### src/rtl/c_element_hs_seq.sv
// Sequencer that runs repeated 4-phase handshakes through an external Muller C-element,
// with programmable input skew and ordering, a wait timeout, and early-fire detection.
module c_element_hs_seq #(
  parameter int unsigned SYNC_STAGES = 2
) (
  input  logic       wb_clk_i,
  input  logic       wb_rst_i,
  input  logic       start_i,
  input  logic [7:0] n_cycles_i,
  input  logic [3:0] skew_i,
  input  logic       order_i,
  input  logic [7:0] timeout_i,
  input  logic       c_i,
  output logic       a_o,
  output logic       b_o,
  output logic       busy_o,
  output logic       done_o,
  output logic       err_o,
  output logic [1:0] err_code_o,
  output logic [7:0] pass_cnt_o
);

  typedef enum logic [2:0] {
    IDLE    = 3'd0,
    SKEW_UP = 3'd1,
    WAIT_HI = 3'd2,
    SKEW_DN = 3'd3,
    WAIT_LO = 3'd4,
    DONE    = 3'd5
  } state_t;

  localparam logic [1:0] CODE_NONE  = 2'b00;
  localparam logic [1:0] CODE_EARLY = 2'b01;
  localparam logic [1:0] CODE_TO_HI = 2'b10;
  localparam logic [1:0] CODE_TO_LO = 2'b11;

  state_t                 state_q, state_d;
  logic [SYNC_STAGES-1:0] sync_q, sync_d;
  logic                   c_s;
  logic                   a_q, a_d;
  logic                   b_q, b_d;
  logic [7:0]             n_q, n_d;
  logic [3:0]             skew_q, skew_d;
  logic                   order_q, order_d;
  logic [7:0]             tmo_q, tmo_d;
  logic [7:0]             pass_q, pass_d;
  logic                   err_q, err_d;
  logic [1:0]             code_q, code_d;
  logic [3:0]             skew_cnt_q, skew_cnt_d;
  logic [7:0]             wait_cnt_q, wait_cnt_d;

  logic                   go_up;
  logic                   go_dn;
  logic                   fault;
  logic [1:0]             fault_code;
  logic                   tmo_hit;

  assign sync_d = {sync_q[SYNC_STAGES-2:0], c_i};
  assign c_s    = sync_q[SYNC_STAGES-1];

  assign tmo_hit = (tmo_q != 8'd0) && (({1'b0, wait_cnt_q} + 9'd1) == {1'b0, tmo_q});

  always_comb begin
    state_d    = state_q;
    a_d        = a_q;
    b_d        = b_q;
    n_d        = n_q;
    skew_d     = skew_q;
    order_d    = order_q;
    tmo_d      = tmo_q;
    pass_d     = pass_q;
    err_d      = err_q;
    code_d     = code_q;
    skew_cnt_d = skew_cnt_q;
    wait_cnt_d = wait_cnt_q;
    go_up      = 1'b0;
    go_dn      = 1'b0;
    fault      = 1'b0;
    fault_code = CODE_NONE;

    case (state_q)
      IDLE: begin
        if (start_i) begin
          n_d     = n_cycles_i;
          skew_d  = skew_i;
          order_d = order_i;
          tmo_d   = timeout_i;
          pass_d  = '0;
          err_d   = 1'b0;
          code_d  = CODE_NONE;
          if (n_cycles_i == 8'd0) state_d = DONE;
          else                    go_up   = 1'b1;
        end
      end

      SKEW_UP: begin
        if (c_s) begin
          fault      = 1'b1;
          fault_code = CODE_EARLY;
        end else if (skew_cnt_q == skew_q - 4'd1) begin
          if (order_q) a_d = 1'b1;
          else         b_d = 1'b1;
          wait_cnt_d = '0;
          state_d    = WAIT_HI;
        end else begin
          skew_cnt_d = skew_cnt_q + 4'd1;
        end
      end

      WAIT_HI: begin
        if (c_s) begin
          go_dn = 1'b1;
        end else if (tmo_hit) begin
          fault      = 1'b1;
          fault_code = CODE_TO_HI;
        end else if (wait_cnt_q != '1) begin
          wait_cnt_d = wait_cnt_q + 8'd1;
        end
      end

      SKEW_DN: begin
        if (!c_s) begin
          fault      = 1'b1;
          fault_code = CODE_EARLY;
        end else if (skew_cnt_q == skew_q - 4'd1) begin
          if (order_q) a_d = 1'b0;
          else         b_d = 1'b0;
          wait_cnt_d = '0;
          state_d    = WAIT_LO;
        end else begin
          skew_cnt_d = skew_cnt_q + 4'd1;
        end
      end

      WAIT_LO: begin
        if (!c_s) begin
          pass_d = (pass_q == 8'hFF) ? pass_q : pass_q + 8'd1;
          if (({1'b0, pass_q} + 9'd1) == {1'b0, n_q}) state_d = DONE;
          else                                         go_up   = 1'b1;
        end else if (tmo_hit) begin
          fault      = 1'b1;
          fault_code = CODE_TO_LO;
        end else if (wait_cnt_q != '1) begin
          wait_cnt_d = wait_cnt_q + 8'd1;
        end
      end

      DONE: state_d = IDLE;

      default: state_d = IDLE;
    endcase

    // Start of a rising phase; zero skew bypasses SKEW_UP so both inputs move together.
    if (go_up) begin
      if (order_d) b_d = 1'b1;
      else         a_d = 1'b1;
      if (skew_d == 4'd0) begin
        a_d        = 1'b1;
        b_d        = 1'b1;
        wait_cnt_d = '0;
        state_d    = WAIT_HI;
      end else begin
        skew_cnt_d = '0;
        state_d    = SKEW_UP;
      end
    end

    if (go_dn) begin
      if (order_q) b_d = 1'b0;
      else         a_d = 1'b0;
      if (skew_q == 4'd0) begin
        a_d        = 1'b0;
        b_d        = 1'b0;
        wait_cnt_d = '0;
        state_d    = WAIT_LO;
      end else begin
        skew_cnt_d = '0;
        state_d    = SKEW_DN;
      end
    end

    if (fault) begin
      err_d   = 1'b1;
      code_d  = fault_code;
      a_d     = 1'b0;
      b_d     = 1'b0;
      state_d = IDLE;
    end
  end

  always_ff @(posedge wb_clk_i) begin
    if (wb_rst_i) begin
      state_q    <= IDLE;
      sync_q     <= '0;
      a_q        <= 1'b0;
      b_q        <= 1'b0;
      n_q        <= '0;
      skew_q     <= '0;
      order_q    <= 1'b0;
      tmo_q      <= '0;
      pass_q     <= '0;
      err_q      <= 1'b0;
      code_q     <= CODE_NONE;
      skew_cnt_q <= '0;
      wait_cnt_q <= '0;
    end else begin
      state_q    <= state_d;
      sync_q     <= sync_d;
      a_q        <= a_d;
      b_q        <= b_d;
      n_q        <= n_d;
      skew_q     <= skew_d;
      order_q    <= order_d;
      tmo_q      <= tmo_d;
      pass_q     <= pass_d;
      err_q      <= err_d;
      code_q     <= code_d;
      skew_cnt_q <= skew_cnt_d;
      wait_cnt_q <= wait_cnt_d;
    end
  end

  assign a_o        = a_q;
  assign b_o        = b_q;
  assign busy_o     = (state_q != IDLE);
  assign done_o     = (state_q == DONE);
  assign err_o      = err_q;
  assign err_code_o = code_q;
  assign pass_cnt_o = pass_q;

endmodule

### config.mk
export PLATFORM = sky130hd
export DESIGN_NAME = c_element_hs_seq
export DESIGN_NICKNAME = d
export VERILOG_FILES = /design/src/rtl/c_element_hs_seq.sv
export SDC_FILE = /design/constraint.sdc
export NUM_CORES = 1
export LEC_CHECK = 0
export CAP_MARGIN = 20
export CORE_ASPECT_RATIO = 0.8
export CORE_MARGIN = 1
export CORE_UTILIZATION = 40
export DETAILED_ROUTE_END_ITERATION = 16
export PLACE_DENSITY = 0.57
export SYNTH_ARGS = -nofsm -noshare
export SYNTH_HDL_FRONTEND = slang
export SYNTH_SLANG_ARGS = --single-unit
export TNS_END_PERCENT = 5
### constraint.sdc
create_clock -name wb_clk_i -period 3.25 [get_ports wb_clk_i]
set_input_delay 0.325 -clock wb_clk_i [delete_from_list [all_inputs] [get_ports wb_clk_i]]
set_output_delay 0.325 -clock wb_clk_i [all_outputs]
set_load 0.03 [all_outputs]
==> flow_metrics.tcl <==
set metrics [dict create \
    status "complete, no violations" \
    drc_errors 0 \
    wl_met1_um 5140 \
    nNetsFinal 487 \
    maxSlewHeadroom_pct 48.01 \
    grt_pass1_wl_um 15500 \
    synthDistinctLibCells 73 \
    wl_met2_um 3757 \
    rows 29 \
    tightest_slew_ps 778.2 \
    drive_above_1_share_pct 8.515 \
    grt-ovfl-total 0 \
    grt_max_degree 29 \
    syn_nets 459 \
    maxSlewViolCount 0 \
    dpl_cell_area_um2 3849 \
    maxCapViolCount 0 \
    synthCells 429 \
    vias_per_cell 5.760 \
    die_y_um 84.29 \
    path_max_fanout 8 \
    area_growth_syn_to_layout_pct 16.37 \
    core_um2 8055 \
    cts_tree "yes" \
    wl_um 9564 \
    cts_resized 0 \
    syn_avg_cell_area_um2 7.892 \
    io_buffers 39 \
    cts_buffers 5 \
    min_path_type "reg -> reg" \
    hold_viol 0 \
    arrival_ps 3010 \
    root_buffer "clkbuf_8" \
    clkTransAtPathRegs_ps 110 \
    drt-pass1-iter-count 5 \
    setup_tns_ps 0 \
    finalPower_mw 2.587 \
    period_minus_slack_ps 2777 \
    routed.top_layer "met4" \
    synth_warnings 0 \
    holdBufCountCts 0 \
    regArea_um2 1021 \
    rsz0062_at_grt "no" \
    dieArea_um2 8839 \
    ant_nets 0 \
    rr_startpoint "pass_cnt_o[0]" \
    min_from "sync_q[0]" \
    post-dp-hpwl_um 7045 \
    ys_seq_area_share_pct 30.16 \
    p_per_area_nw_per_um2 656.7 \
    ioPinCount 40 \
    synth_edf_count 0 \
    p_leak_nw 1.387 \
    min_period_over_period_pct 85.44 \
    gr-usage-all-layers_pct 22.07 \
    drt_iter0_markers 341 \
    startpoint "pass_cnt_o[0]" \
    crit_required_ps 3480 \
    skew_ps 3.704 \
    clock-sinks 51 \
    ys_ff_latch 51 \
    wl_per_cell_um 16.90 \
    vias 3260 \
    critPathKind "reg -> reg" \
    worst_slack_ps 473.3 \
    initial_utilization_pct 42.03 \
    fmax_ghz 0.3601 \
    place_ws_ps 531.3 \
    finalSetupViolations 0 \
    grt_pass1_vias 2858 \
    synth_flop_cell "dfxtp_1" \
    peakVddDrop_v 0.0002773 \
    multiInputGateArea_um2 2201 \
    nFillCells 817 \
    synth_async_sr_flop_share_pct 0 \
    stdcell_area_um2 3940 \
    post_cts_buffers 0 \
    htreeDepth 2 \
    crit_path_start_kind "flop" \
    chipWidth_um 104.9 \
    end_kind "flop" \
    antenna_found_initial 0 \
    synth_area_um2 3386 \
    met3WireLength_um 584 \
    clk_latency_ps 310 \
    diodes 0 \
    clockBufferDepth 2 \
    gp_congestion 0.8357 \
]
[flip-flops by register name (all words and copies together), names as in the netlist, 2 cells and up]
register	cells
wait_cnt_q	8
skew_q	4
tmo_q	8
sync_q	2
pass_cnt_o	8
state_q	3
err_code_o	2
n_q	8
skew_cnt_q	4
[worst max-delay path, stage by stage (launching register included)]
cell	delay (ps)
dfxtp_1	480
ha_1	370
and3b_1	210
o22ai_1	120
a2111oi_4	510
o311ai_4	210
a21boi_4	320
o211ai_4	190
nor4_2	300
[final timing paths]
| kind | cells after the start | end | slack [ps] |
|---|---|---|---|
| worst max-delay path | 8 | wait_cnt_q[7] | 470 |
| worst min-delay path | 1 | sync_q[1] | 450 |
| worst max register to register | 8 | wait_cnt_q[7] | 470 |
| worst min register to register | 1 | sync_q[1] | 450 |
[layout by cell type (no fill, tap or decap), types with 4 or more instances in the layout]
master | synthesis | final
a21oi_1 | 49 | 49
a31oi_1 | 9 | 9
and3_1 | 4 | 4
buf_4 | 3 | 8
clkbuf_8 | 0 | 5
clkdlybuf4s50_1 | 0 | 39
dfxtp_1 | 51 | 51
ha_1 | 5 | 5
inv_1 | 10 | 10
mux2i_1 | 4 | 4
nand2_1 | 64 | 64
nand2b_1 | 4 | 4
nand3_1 | 11 | 11
nand3b_1 | 5 | 5
nand4_1 | 5 | 5
nor2_1 | 41 | 41
nor2b_1 | 7 | 7
nor3_1 | 9 | 9
nor3b_1 | 5 | 5
nor4_1 | 4 | 4
o21ai_0 | 16 | 16
o22ai_1 | 4 | 4
or4_1 | 4 | 4
xnor2_1 | 16 | 16
xor2_1 | 9 | 9
[synthesized netlist by cell type, types with 3 or more instances]
cell type | instances | area (µm²)
clkbuf_1 | 16 | 60.06
nand2b_1 | 4 | 25.02
nand4_1 | 5 | 31.28
dfxtp_1 | 51 | 1021
nand3_1 | 11 | 55.05
and3_1 | 4 | 25.02
a21oi_1 | 49 | 245.2
and2_1 | 3 | 18.77
nand3b_1 | 5 | 37.54
xor2_1 | 9 | 78.83
nand2_1 | 64 | 240.2
o31ai_1 | 3 | 22.52
o21ai_0 | 16 | 80.08
nor2b_1 | 7 | 43.79
mux2i_1 | 4 | 40.04
or4_1 | 4 | 30.03
o22ai_1 | 4 | 25.02
buf_4 | 3 | 22.52
xnor2_1 | 16 | 140.1
a41oi_1 | 3 | 26.28
nor3_1 | 9 | 45.04
nor2_1 | 41 | 153.9
inv_1 | 10 | 37.54
ha_1 | 5 | 62.56
and4_1 | 3 | 26.28
nor4_1 | 4 | 25.02
buf_2 | 5 | 25.02
a31oi_1 | 9 | 56.30
nor3b_1 | 5 | 37.54
[logic make-up after synthesis]
family	synth area share (%)
AO/OA/AOI/OAI	26.61
XOR/XNOR	7.650
adder cells (fa/ha/maj)	1.848
buffers and inverters	4.841
flip-flops	30.16
multiplexers	1.183
AND/OR/NAND/NOR	27.72
[per-stage QoR]
step / utilization (%) / hold WS, ps / cells
floorplan: - / 413.8 / 429
global placement: 47.78 / 424.3 / 558
detailed placement: 47.78 / 432.1 / 558
CTS: 48.91 / 461.0 / 566
global route: 48.91 / 473.0 / 566
finish: 48.91 / 454.8 / 566
[cell type report]
cell class / count / area share [%]
clock buffer: 5 / 1.747
sequential: 51 / 25.91
clock inverter: 3 / 0.5716
inverter: 11 / 1.048
timing repair buffer: 47 / 11.43
tap: 108 / 3.430
multi-input combinational: 341 / 55.86
[routing by layer]
metal,GRT usage (%),vias to the layer above
met5,0,-
met4,4.609,0
met3,3.106,10
met2,29.38,125
met1,36.32,1510
li1,-,1615
[where the power goes]
part           leakage (nW)  switching (mW)  internal (mW)
sequential            0.416           0.137          0.725
clock                0.0485           0.251          0.155
combinational         0.923           0.785          0.534
total                  1.39            1.17           1.42
(Power assumes the default switching activity.)
